--- config.mk ---
export PLATFORM = sky130hd
export DESIGN_NAME = id_decode_pipe
export DESIGN_NICKNAME = d
export VERILOG_FILES = /design/src/rtl/id_decode_pipe.sv
export SDC_FILE = /design/constraint.sdc
export NUM_CORES = 1
export LEC_CHECK = 0
export BUFFER_PORTS_ARGS = -buffer_cell sky130_fd_sc_hd__buf_2
export CORE_MARGIN = 1
export CORE_UTILIZATION = 61
export CTS_BUF_LIST = sky130_fd_sc_hd__clkbuf_4
export CTS_CLUSTER_DIAMETER = 120
export DETAILED_ROUTE_END_ITERATION = 10
export PLACE_DENSITY_LB_ADDON = 0.05
export REMOVE_ABC_BUFFERS = 1
export SLEW_MARGIN = 15
export SYNTH_ARGS = -nofsm -noshare
export SYNTH_HDL_FRONTEND = slang
export SYNTH_SLANG_ARGS = --single-unit
--- constraint.sdc ---
create_clock -name clk -period 2.7 [get_ports clk]
set_input_delay 0.27 -clock clk [delete_from_list [all_inputs] [get_ports clk]]
set_output_delay 0.27 -clock clk [all_outputs]
set_load 0.01 [all_outputs]
--- src/rtl/id_decode_pipe.sv ---
// Registered RV32I/RV64I (+M) instruction decoder for the ID stage.
// A decoded control bundle is captured on handshake and presented to EX
// through a two-entry skid buffer, so in_ready never depends on out_ready.
module id_decode_pipe #(
  parameter int XLEN     = 64,
  parameter int ENABLE_M = 1,
  parameter int PC_W     = 64
) (
  input  logic            clk,
  input  logic            rst_n,
  input  logic            flush,
  input  logic            in_valid,
  output logic            in_ready,
  input  logic [PC_W-1:0] in_pc,
  input  logic [31:0]     in_inst,
  output logic            out_valid,
  input  logic            out_ready,
  output logic [PC_W-1:0] out_pc,
  output logic [31:0]     out_inst,
  output logic [4:0]      rs1_addr,
  output logic [4:0]      rs2_addr,
  output logic [4:0]      rd_addr,
  output logic            rs1_en,
  output logic            rs2_en,
  output logic            rd_en,
  output logic [2:0]      alu_op,
  output logic            alu_src_rs1,
  output logic            alu_src_imm,
  output logic [2:0]      gen_type,
  output logic [2:0]      comp_type,
  output logic [2:0]      shift_type,
  output logic            shift_imm,
  output logic [2:0]      load_type,
  output logic [2:0]      store_type,
  output logic            mem_read,
  output logic            mem_write,
  output logic            inst_word,
  output logic            inst_branch,
  output logic            inst_jump,
  output logic            inst_lui,
  output logic            muldiv_en,
  output logic [2:0]      muldiv_op,
  output logic            illegal
);

  localparam bit IS64 = (XLEN == 64);
  localparam bit HASM = (ENABLE_M != 0);

  typedef struct packed {
    logic       rs1En, rs2En, rdEn;
    logic [2:0] aluOp;
    logic       aluSrcRs1, aluSrcImm;
    logic [2:0] genType, compType, shiftType;
    logic       shiftImm;
    logic [2:0] loadType, storeType;
    logic       memRead, memWrite;
    logic       instWord, instBranch, instJump, instLui;
    logic       muldivEn;
    logic [2:0] muldivOp;
    logic       illegal;
  } ctrl_t;

  typedef struct packed {
    logic [PC_W-1:0] pc;
    logic [31:0]     inst;
    ctrl_t           ctrl;
  } entry_t;

  typedef enum logic [1:0] {EMPTY, ONE, TWO} state_t;

  state_t state_q, state_d;
  entry_t main_q, main_d, skid_q, skid_d;
  ctrl_t  dec;
  logic   bad;
  logic   accept, pop, shamtOk;
  logic [6:0] opcode, funct7;
  logic [2:0] funct3;

  assign opcode  = in_inst[6:0];
  assign funct3  = in_inst[14:12];
  assign funct7  = in_inst[31:25];
  assign shamtOk = IS64 || !in_inst[25];

  // Combinational decode of the incoming instruction word into a control bundle
  always_comb begin
    dec = '0;
    bad = 1'b0;
    case (opcode)
      7'b0110111: begin
        dec.rdEn = 1'b1; dec.aluSrcImm = 1'b1; dec.genType = 3'd4; dec.instLui = 1'b1;
      end
      7'b0010111: begin
        dec.rdEn = 1'b1; dec.aluOp = 3'd3; dec.aluSrcImm = 1'b1; dec.genType = 3'd4;
      end
      7'b1101111: begin
        dec.rdEn = 1'b1; dec.aluOp = 3'd3; dec.aluSrcImm = 1'b1; dec.genType = 3'd5;
        dec.instJump = 1'b1;
      end
      7'b1100111: begin
        dec.rs1En = 1'b1; dec.rdEn = 1'b1; dec.aluOp = 3'd3; dec.aluSrcRs1 = 1'b1;
        dec.aluSrcImm = 1'b1; dec.genType = 3'd6; dec.instJump = 1'b1;
        bad = (funct3 != 3'b000);
      end
      7'b1100011: begin
        dec.rs1En = 1'b1; dec.rs2En = 1'b1; dec.aluOp = 3'd4; dec.aluSrcRs1 = 1'b1;
        dec.genType = 3'd7; dec.instBranch = 1'b1;
        case (funct3)
          3'b000: dec.compType = 3'd2;
          3'b001: dec.compType = 3'd3;
          3'b100: dec.compType = 3'd4;
          3'b101: dec.compType = 3'd6;
          3'b110: dec.compType = 3'd5;
          3'b111: dec.compType = 3'd7;
          default: bad = 1'b1;
        endcase
      end
      7'b0000011: begin
        dec.rs1En = 1'b1; dec.rdEn = 1'b1; dec.aluOp = 3'd3; dec.aluSrcRs1 = 1'b1;
        dec.aluSrcImm = 1'b1; dec.genType = 3'd6; dec.memRead = 1'b1;
        case (funct3)
          3'b000: dec.loadType = 3'd1;
          3'b001: dec.loadType = 3'd2;
          3'b010: dec.loadType = 3'd3;
          3'b011: begin dec.loadType = 3'd4; bad = !IS64; end
          3'b100: dec.loadType = 3'd5;
          3'b101: dec.loadType = 3'd6;
          3'b110: begin dec.loadType = 3'd7; bad = !IS64; end
          default: bad = 1'b1;
        endcase
      end
      7'b0100011: begin
        dec.rs1En = 1'b1; dec.rs2En = 1'b1; dec.aluOp = 3'd3; dec.aluSrcRs1 = 1'b1;
        dec.aluSrcImm = 1'b1; dec.genType = 3'd3; dec.memWrite = 1'b1;
        case (funct3)
          3'b000: dec.storeType = 3'd4;
          3'b001: dec.storeType = 3'd5;
          3'b010: dec.storeType = 3'd6;
          3'b011: begin dec.storeType = 3'd7; bad = !IS64; end
          default: bad = 1'b1;
        endcase
      end
      7'b0010011: begin
        dec.rs1En = 1'b1; dec.rdEn = 1'b1; dec.aluSrcRs1 = 1'b1;
        case (funct3)
          3'b000: begin dec.aluOp = 3'd3; dec.aluSrcImm = 1'b1; dec.genType = 3'd6; end
          3'b010: begin dec.aluOp = 3'd4; dec.compType = 3'd4; dec.aluSrcImm = 1'b1; dec.genType = 3'd6; end
          3'b011: begin dec.aluOp = 3'd4; dec.compType = 3'd5; dec.aluSrcImm = 1'b1; dec.genType = 3'd6; end
          3'b100: begin dec.aluOp = 3'd5; dec.aluSrcImm = 1'b1; dec.genType = 3'd6; end
          3'b110: begin dec.aluOp = 3'd6; dec.aluSrcImm = 1'b1; dec.genType = 3'd6; end
          3'b111: begin dec.aluOp = 3'd7; dec.aluSrcImm = 1'b1; dec.genType = 3'd6; end
          3'b001: begin
            dec.shiftType = 3'd1; dec.shiftImm = 1'b1;
            bad = (in_inst[31:26] != 6'b000000) || !shamtOk;
          end
          default: begin
            dec.shiftImm = 1'b1;
            if (in_inst[31:26] == 6'b000000 && shamtOk)      dec.shiftType = 3'd5;
            else if (in_inst[31:26] == 6'b010000 && shamtOk) dec.shiftType = 3'd4;
            else                                             bad = 1'b1;
          end
        endcase
      end
      7'b0011011: begin
        dec.rs1En = 1'b1; dec.rdEn = 1'b1; dec.aluSrcRs1 = 1'b1; dec.instWord = 1'b1;
        bad = !IS64;
        case (funct3)
          3'b000: begin dec.aluOp = 3'd3; dec.aluSrcImm = 1'b1; dec.genType = 3'd6; end
          3'b001: begin
            dec.shiftType = 3'd3; dec.shiftImm = 1'b1;
            if (funct7 != 7'b0000000) bad = 1'b1;
          end
          3'b101: begin
            dec.shiftImm = 1'b1;
            if (funct7 == 7'b0000000)      dec.shiftType = 3'd7;
            else if (funct7 == 7'b0100000) dec.shiftType = 3'd6;
            else                           bad = 1'b1;
          end
          default: bad = 1'b1;
        endcase
      end
      7'b0110011: begin
        dec.rs1En = 1'b1; dec.rs2En = 1'b1; dec.rdEn = 1'b1; dec.aluSrcRs1 = 1'b1;
        case (funct7)
          7'b0000000: begin
            case (funct3)
              3'b000: dec.aluOp = 3'd3;
              3'b001: dec.shiftType = 3'd1;
              3'b010: begin dec.aluOp = 3'd4; dec.compType = 3'd4; end
              3'b011: begin dec.aluOp = 3'd4; dec.compType = 3'd5; end
              3'b100: dec.aluOp = 3'd5;
              3'b101: dec.shiftType = 3'd5;
              3'b110: dec.aluOp = 3'd6;
              default: dec.aluOp = 3'd7;
            endcase
          end
          7'b0100000: begin
            if (funct3 == 3'b000)      dec.aluOp = 3'd4;
            else if (funct3 == 3'b101) dec.shiftType = 3'd4;
            else                       bad = 1'b1;
          end
          7'b0000001: begin
            dec.muldivEn = 1'b1; dec.muldivOp = funct3; bad = !HASM;
          end
          default: bad = 1'b1;
        endcase
      end
      7'b0111011: begin
        dec.rs1En = 1'b1; dec.rs2En = 1'b1; dec.rdEn = 1'b1; dec.aluSrcRs1 = 1'b1;
        dec.instWord = 1'b1;
        bad = !IS64;
        case (funct7)
          7'b0000000: begin
            if (funct3 == 3'b000)      dec.aluOp = 3'd3;
            else if (funct3 == 3'b001) dec.shiftType = 3'd3;
            else if (funct3 == 3'b101) dec.shiftType = 3'd7;
            else                       bad = 1'b1;
          end
          7'b0100000: begin
            if (funct3 == 3'b000)      dec.aluOp = 3'd4;
            else if (funct3 == 3'b101) dec.shiftType = 3'd6;
            else                       bad = 1'b1;
          end
          7'b0000001: begin
            dec.muldivEn = 1'b1; dec.muldivOp = funct3;
            if (!HASM || funct3 == 3'b001 || funct3 == 3'b010 || funct3 == 3'b011) bad = 1'b1;
          end
          default: bad = 1'b1;
        endcase
      end
      default: bad = 1'b1;
    endcase
    if (bad) begin
      dec = '0;
      dec.illegal = 1'b1;
    end
    if (in_inst[11:7] == 5'd0) dec.rdEn = 1'b0;
  end

  assign in_ready  = (state_q != TWO);
  assign out_valid = (state_q != EMPTY);
  assign accept    = in_valid && in_ready && !flush;
  assign pop       = out_valid && out_ready;

  // Next-state for the skid buffer; flush overrides every other transition
  always_comb begin
    state_d = state_q;
    main_d  = main_q;
    skid_d  = skid_q;
    if (flush) begin
      state_d = EMPTY;
    end else begin
      case (state_q)
        EMPTY: if (accept) begin
          main_d  = '{pc: in_pc, inst: in_inst, ctrl: dec};
          state_d = ONE;
        end
        ONE: begin
          if (accept && pop) begin
            main_d = '{pc: in_pc, inst: in_inst, ctrl: dec};
          end else if (accept) begin
            skid_d  = '{pc: in_pc, inst: in_inst, ctrl: dec};
            state_d = TWO;
          end else if (pop) begin
            state_d = EMPTY;
          end
        end
        TWO: if (pop) begin
          main_d  = skid_q;
          state_d = ONE;
        end
        default: state_d = EMPTY;
      endcase
    end
  end

  // Occupancy and entry storage, cleared asynchronously on reset
  always_ff @(posedge clk or negedge rst_n) begin
    if (!rst_n) begin
      state_q <= EMPTY;
      main_q  <= '0;
      skid_q  <= '0;
    end else begin
      state_q <= state_d;
      main_q  <= main_d;
      skid_q  <= skid_d;
    end
  end

  assign out_pc      = main_q.pc;
  assign out_inst    = main_q.inst;
  assign rs1_addr    = main_q.inst[19:15];
  assign rs2_addr    = main_q.inst[24:20];
  assign rd_addr     = main_q.inst[11:7];
  assign rs1_en      = main_q.ctrl.rs1En;
  assign rs2_en      = main_q.ctrl.rs2En;
  assign rd_en       = main_q.ctrl.rdEn;
  assign alu_op      = main_q.ctrl.aluOp;
  assign alu_src_rs1 = main_q.ctrl.aluSrcRs1;
  assign alu_src_imm = main_q.ctrl.aluSrcImm;
  assign gen_type    = main_q.ctrl.genType;
  assign comp_type   = main_q.ctrl.compType;
  assign shift_type  = main_q.ctrl.shiftType;
  assign shift_imm   = main_q.ctrl.shiftImm;
  assign load_type   = main_q.ctrl.loadType;
  assign store_type  = main_q.ctrl.storeType;
  assign mem_read    = main_q.ctrl.memRead;
  assign mem_write   = main_q.ctrl.memWrite;
  assign inst_word   = main_q.ctrl.instWord;
  assign inst_branch = main_q.ctrl.instBranch;
  assign inst_jump   = main_q.ctrl.instJump;
  assign inst_lui    = main_q.ctrl.instLui;
  assign muldiv_en   = main_q.ctrl.muldivEn;
  assign muldiv_op   = main_q.ctrl.muldivOp;
  assign illegal     = main_q.ctrl.illegal;

  // A stalled entry must not change under EX while it waits
  holdStable: assert property (@(posedge clk) disable iff (!rst_n)
    (out_valid && !out_ready && !flush) |=> ($stable(out_inst) && $stable(out_pc)));

endmodule

==> impl_summary.md <==
Worst setup path
On the worst path, the slowest cell contributes a delay of 0.58 ns. Traced cell by cell, the critical path runs through dlygate4sd3_1 -> buf_2 -> or4_4 -> or2_0 -> buf_4 -> a2111oi_4 -> o21ai_4 -> nand2_2 -> o31ai_1. The library cell contributing the largest single delay on the critical path is or4_4. The path type of the worst setup path is input pin to register. The worst path required time is 3.23 ns. The critical path startpoint category is an input pin. The critical path data arrival time is 2.98 ns.

The critical path capture point type is a register. In this run the worst path has a maximum fanout of 13.

Cells and area
Fill cells in the final layout number 1,281. The layout overhead on the synthesized area is 27.9%. The net count of the finished layout is 1,804. The post-route standard cell area excluding fillers is 15,000 um2. In the final layout, the multi-input gates occupy 4680 um2.

Registers take 6560 um2. Of the cells placed in the final design, the portion with a size suffix greater than 1 is 0.240.

Timing
The transition at the pin with the smallest max-transition slack is 0.799 ns. The number of pins with negative max-slew slack in the final report is 0. The final period demand of the worst path is 2.45 ns.

Setup repair after global routing left no endpoint under its margin. Setup violations remaining at the end of the flow were counted as 0. For the final routed database, the setup TNS stands at 0 ns.

The period utilization is 0.908. The setup clock skew after layout is 0.0323 ns. The top achievable clock speed is 408 MHz. The number of endpoints with negative hold slack in the final report was 0. The relative max-transition margin is 0.467.

Clock network
The clock tree from TritonCTS is yes. The maximum level of the CTS H-tree is 3. The clock passes through at most 3 buffers. The cell sitting at the root of the clock tree is a clkbuf_4. The later pin in the worst-skew pair is clocked with a latency of 0.67 ns. Clock-pin slew was measured on the worst setup and hold paths at 0.06 ns. The post-cts sizing count is 0.

The clock sink total is 262. Clock tree synthesis inserted a total of 70 buffers.

Global routing
The largest net degree at the start of global routing is 106. The via count of the first global-routing pass is 11,000. For this run, global-route usage on met1 was measured as 0.435. For this run, global-route usage on met3 was measured as 0.0808. For this run the aggregate overflow at the end of global routing stands at 0. The first global-routing pass estimated 53.8 mm of wire. The initial antenna violation count is 1. The busiest layer in global routing is met2. The met2 usage is 0.550. Across every metal layer, demand over resource in global routing totals 0.345.

Routing
The detailed router's first-iteration violation count is 702. The total wire length is 33.2 mm. In the routed layout, each cell is associated on average with a via count of 5.64. Before antenna repair, the detailed router went through 8 iterations. The post-detailed-route count of antenna-violating nets is 0. The post-detailed-route wirelength per cell is 16.7 um.

The detailed-route DRC error count is 0. Summing over every cut layer, the via total after detailed routing is 11,200.

Synthesis
During synthesis, Yosys emitted a total of 0 warnings. The sequential area share after synthesis is 0.559. Dividing the synthesized area by the synthesized cell count gives 8.57 um2. Synthesis inferred 262 register bits. Synthesis produced a netlist whose cell count is 1,368.

Yosys mapped the design onto 57 distinct sky130hd cell types. The mapped cell area is 11,700 um2.

Worst hold path
The path class of the tightest hold or removal check is input pin to register.

Pwr
The analysis attributes to cell leakage a power of 7.42 nW. For this design the ratio of total power to cell area is 695 nW/um2. VDD sags by at most 0.424 mV.

Outcome
The flow ran to the end, and the final reports show no timing, DRC or antenna violations.

Place
The instance area after placement is 13,100 um2. The port buffer count is 248. The wire-length estimate of the detail-placed layout is 19.1 mm. The congestion estimate from routability-driven global placement came to 0.892.

Floorplanning
The die outline height is 141 um. The initial utilization of the core area, before any placement, comes to 0.625. The die is 141 um wide. After floorplanning, the core was sized to cover 18,800 um2. The area of the die is 19,800 um2. The I/O pin count is 249. The number of cell rows is 50.

Job
The count of maximum capacitance violations is 0.
[sequential cells by signal (all words and copies together), names as in the netlist, 2 cells and up]
name        flops
state_q         2
skid_q        130
out_pc         64
gen_type        3
load_type       3
out_inst       32
alu_op          3
muldiv_op       3
comp_type       3
store_type      3
shift_type      3
[stage by stage]
step	utilization	power (mW)	setup slack, ns	hold slack (ns)	instances
final	0.799	10.4	0.250	0.0518	1986
after global routing	0.799	11.0	0.221	0.0371	1985
after CTS	0.799	10.4	0.319	0.00385	1984
after floorplan	-	5.90	-5.06	-0.0256	1254
after detailed placement	0.699	6.74	0.172	0.385	1768
after global placement	0.699	6.66	0.205	0.388	1768
[cell families after synthesis]
logic type                Yosys count  synth area share
DFF                               262             0.559
AOI/OAI and AO/OA                 237             0.131
buffers and inverters             118            0.0447
and+or+nand+nor                   746             0.260
muxes                               3           0.00278
xor gates and xnor gates            2           0.00149
[power breakdown]
| part | total (mW) | switching (mW) | internal, mW |
|---|---|---|---|
| clock network | 3.57 | 1.62 | 1.95 |
| logic | 1.88 | 1.10 | 0.780 |
| registers | 4.96 | 0.370 | 4.59 |
[critical path, delay by kind of cell]
family,cells,cell delay (ns)
AND/OR/NAND/NOR,3,1.22
buffers and inverters,3,0.91
AO/OA/AOI/OAI,3,0.58
[cells in the mapped netlist, drive strengths merged]
master | number | share of area
nand4b | 2 | 0.0015
or2 | 4 | 0.0021
o21ai | 35 | 0.016
nand2 | 533 | 0.17
nor3 | 12 | 0.0051
o2111ai | 1 | 0.00075
nor4 | 3 | 0.0016
o311ai | 1 | 0.00075
nand4 | 3 | 0.0016
and3 | 19 | 0.010
buf | 30 | 0.017
and2 | 4 | 0.0023
clkinv | 1 | 0.00032
dfrtp | 262 | 0.56
mux2 | 2 | 0.0019
or4 | 4 | 0.0029
o32ai | 1 | 0.00075
o22ai | 10 | 0.0053
o211ai | 3 | 0.0019
and4bb | 1 | 0.0011
o41ai | 3 | 0.0022
a221oi | 2 | 0.0015
or3b | 1 | 0.00075
a2111oi | 3 | 0.0038
mux2i | 1 | 0.00085
o31ai | 34 | 0.025
o21ba | 1 | 0.00085
clkbuf | 84 | 0.027
nor2 | 126 | 0.041
and4b | 1 | 0.00085
a21o | 4 | 0.0026
nor2b | 9 | 0.0048
nand2b | 5 | 0.0027
or4b | 1 | 0.00085
inv | 3 | 0.00096
a21oi | 42 | 0.018
a31oi | 94 | 0.050
a211oi | 1 | 0.00064
nand3 | 12 | 0.0073
nor3b | 2 | 0.0013
or3 | 4 | 0.0021
xnor2 | 2 | 0.0015
o21bai | 2 | 0.0013
[path summary, 6_finish.rpt]
path,end,slack [ns],startpoint,cells past startpoint
worst max-delay path,skid_q[2],0.25,in_inst[31],9
worst min-delay path,skid_q[19],0.05,in_inst[3],3
worst max register to register,out_inst[28],0.47,state_q[1],6
worst min register to register,skid_q[1],0.47,skid_q[1],2
max in group asynchronous,skid_q[5],1.69,rst_n,3
min in group asynchronous,out_inst[24],0.24,rst_n,2
[placed cells by master (no fill, tap or decap), types with 4 or more instances in the layout]
master,synthesis,final
buf_2,5,247
a31oi_1,94,94
clkbuf_4,0,104
o21ai_0,33,33
nor2b_1,9,8
o31ai_1,27,27
clkinv_1,1,8
a21o_1,4,4
inv_2,1,4
buf_12,0,7
dlygate4sd3_1,0,97
nor3_1,12,11
nor2_1,125,125
nand2b_1,5,5
nand3_1,10,10
o31ai_2,7,7
o22ai_1,10,10
a21oi_1,42,42
dfrtp_1,262,262
nand2_1,532,532
buf_4,16,25
and3_1,19,19
[layer usage]
metal | routed length, um | share of wire
met5 | 0 | 0
met3 | 2580 | 0.078
met1 | 13400 | 0.40
met2 | 15800 | 0.48
met4 | 1450 | 0.044
[layout make-up]
cell class | instances | share of cell area
multi-input combinational | 988 | 0.312
sequential | 262 | 0.437
clock inverter | 15 | 0.00768
timing repair buffer | 377 | 0.170
antenna | 2 | 0.000334
inverter | 4 | 0.00108
tap | 234 | 0.0195
clock buffer | 104 | 0.0521
[timing repair]
action / CTS / global route
hold buffers: 97 / 0
endpoints found under the hold margin: 285 / 0
buffers inserted: 0 / 0
(Power assumes the default switching activity.)
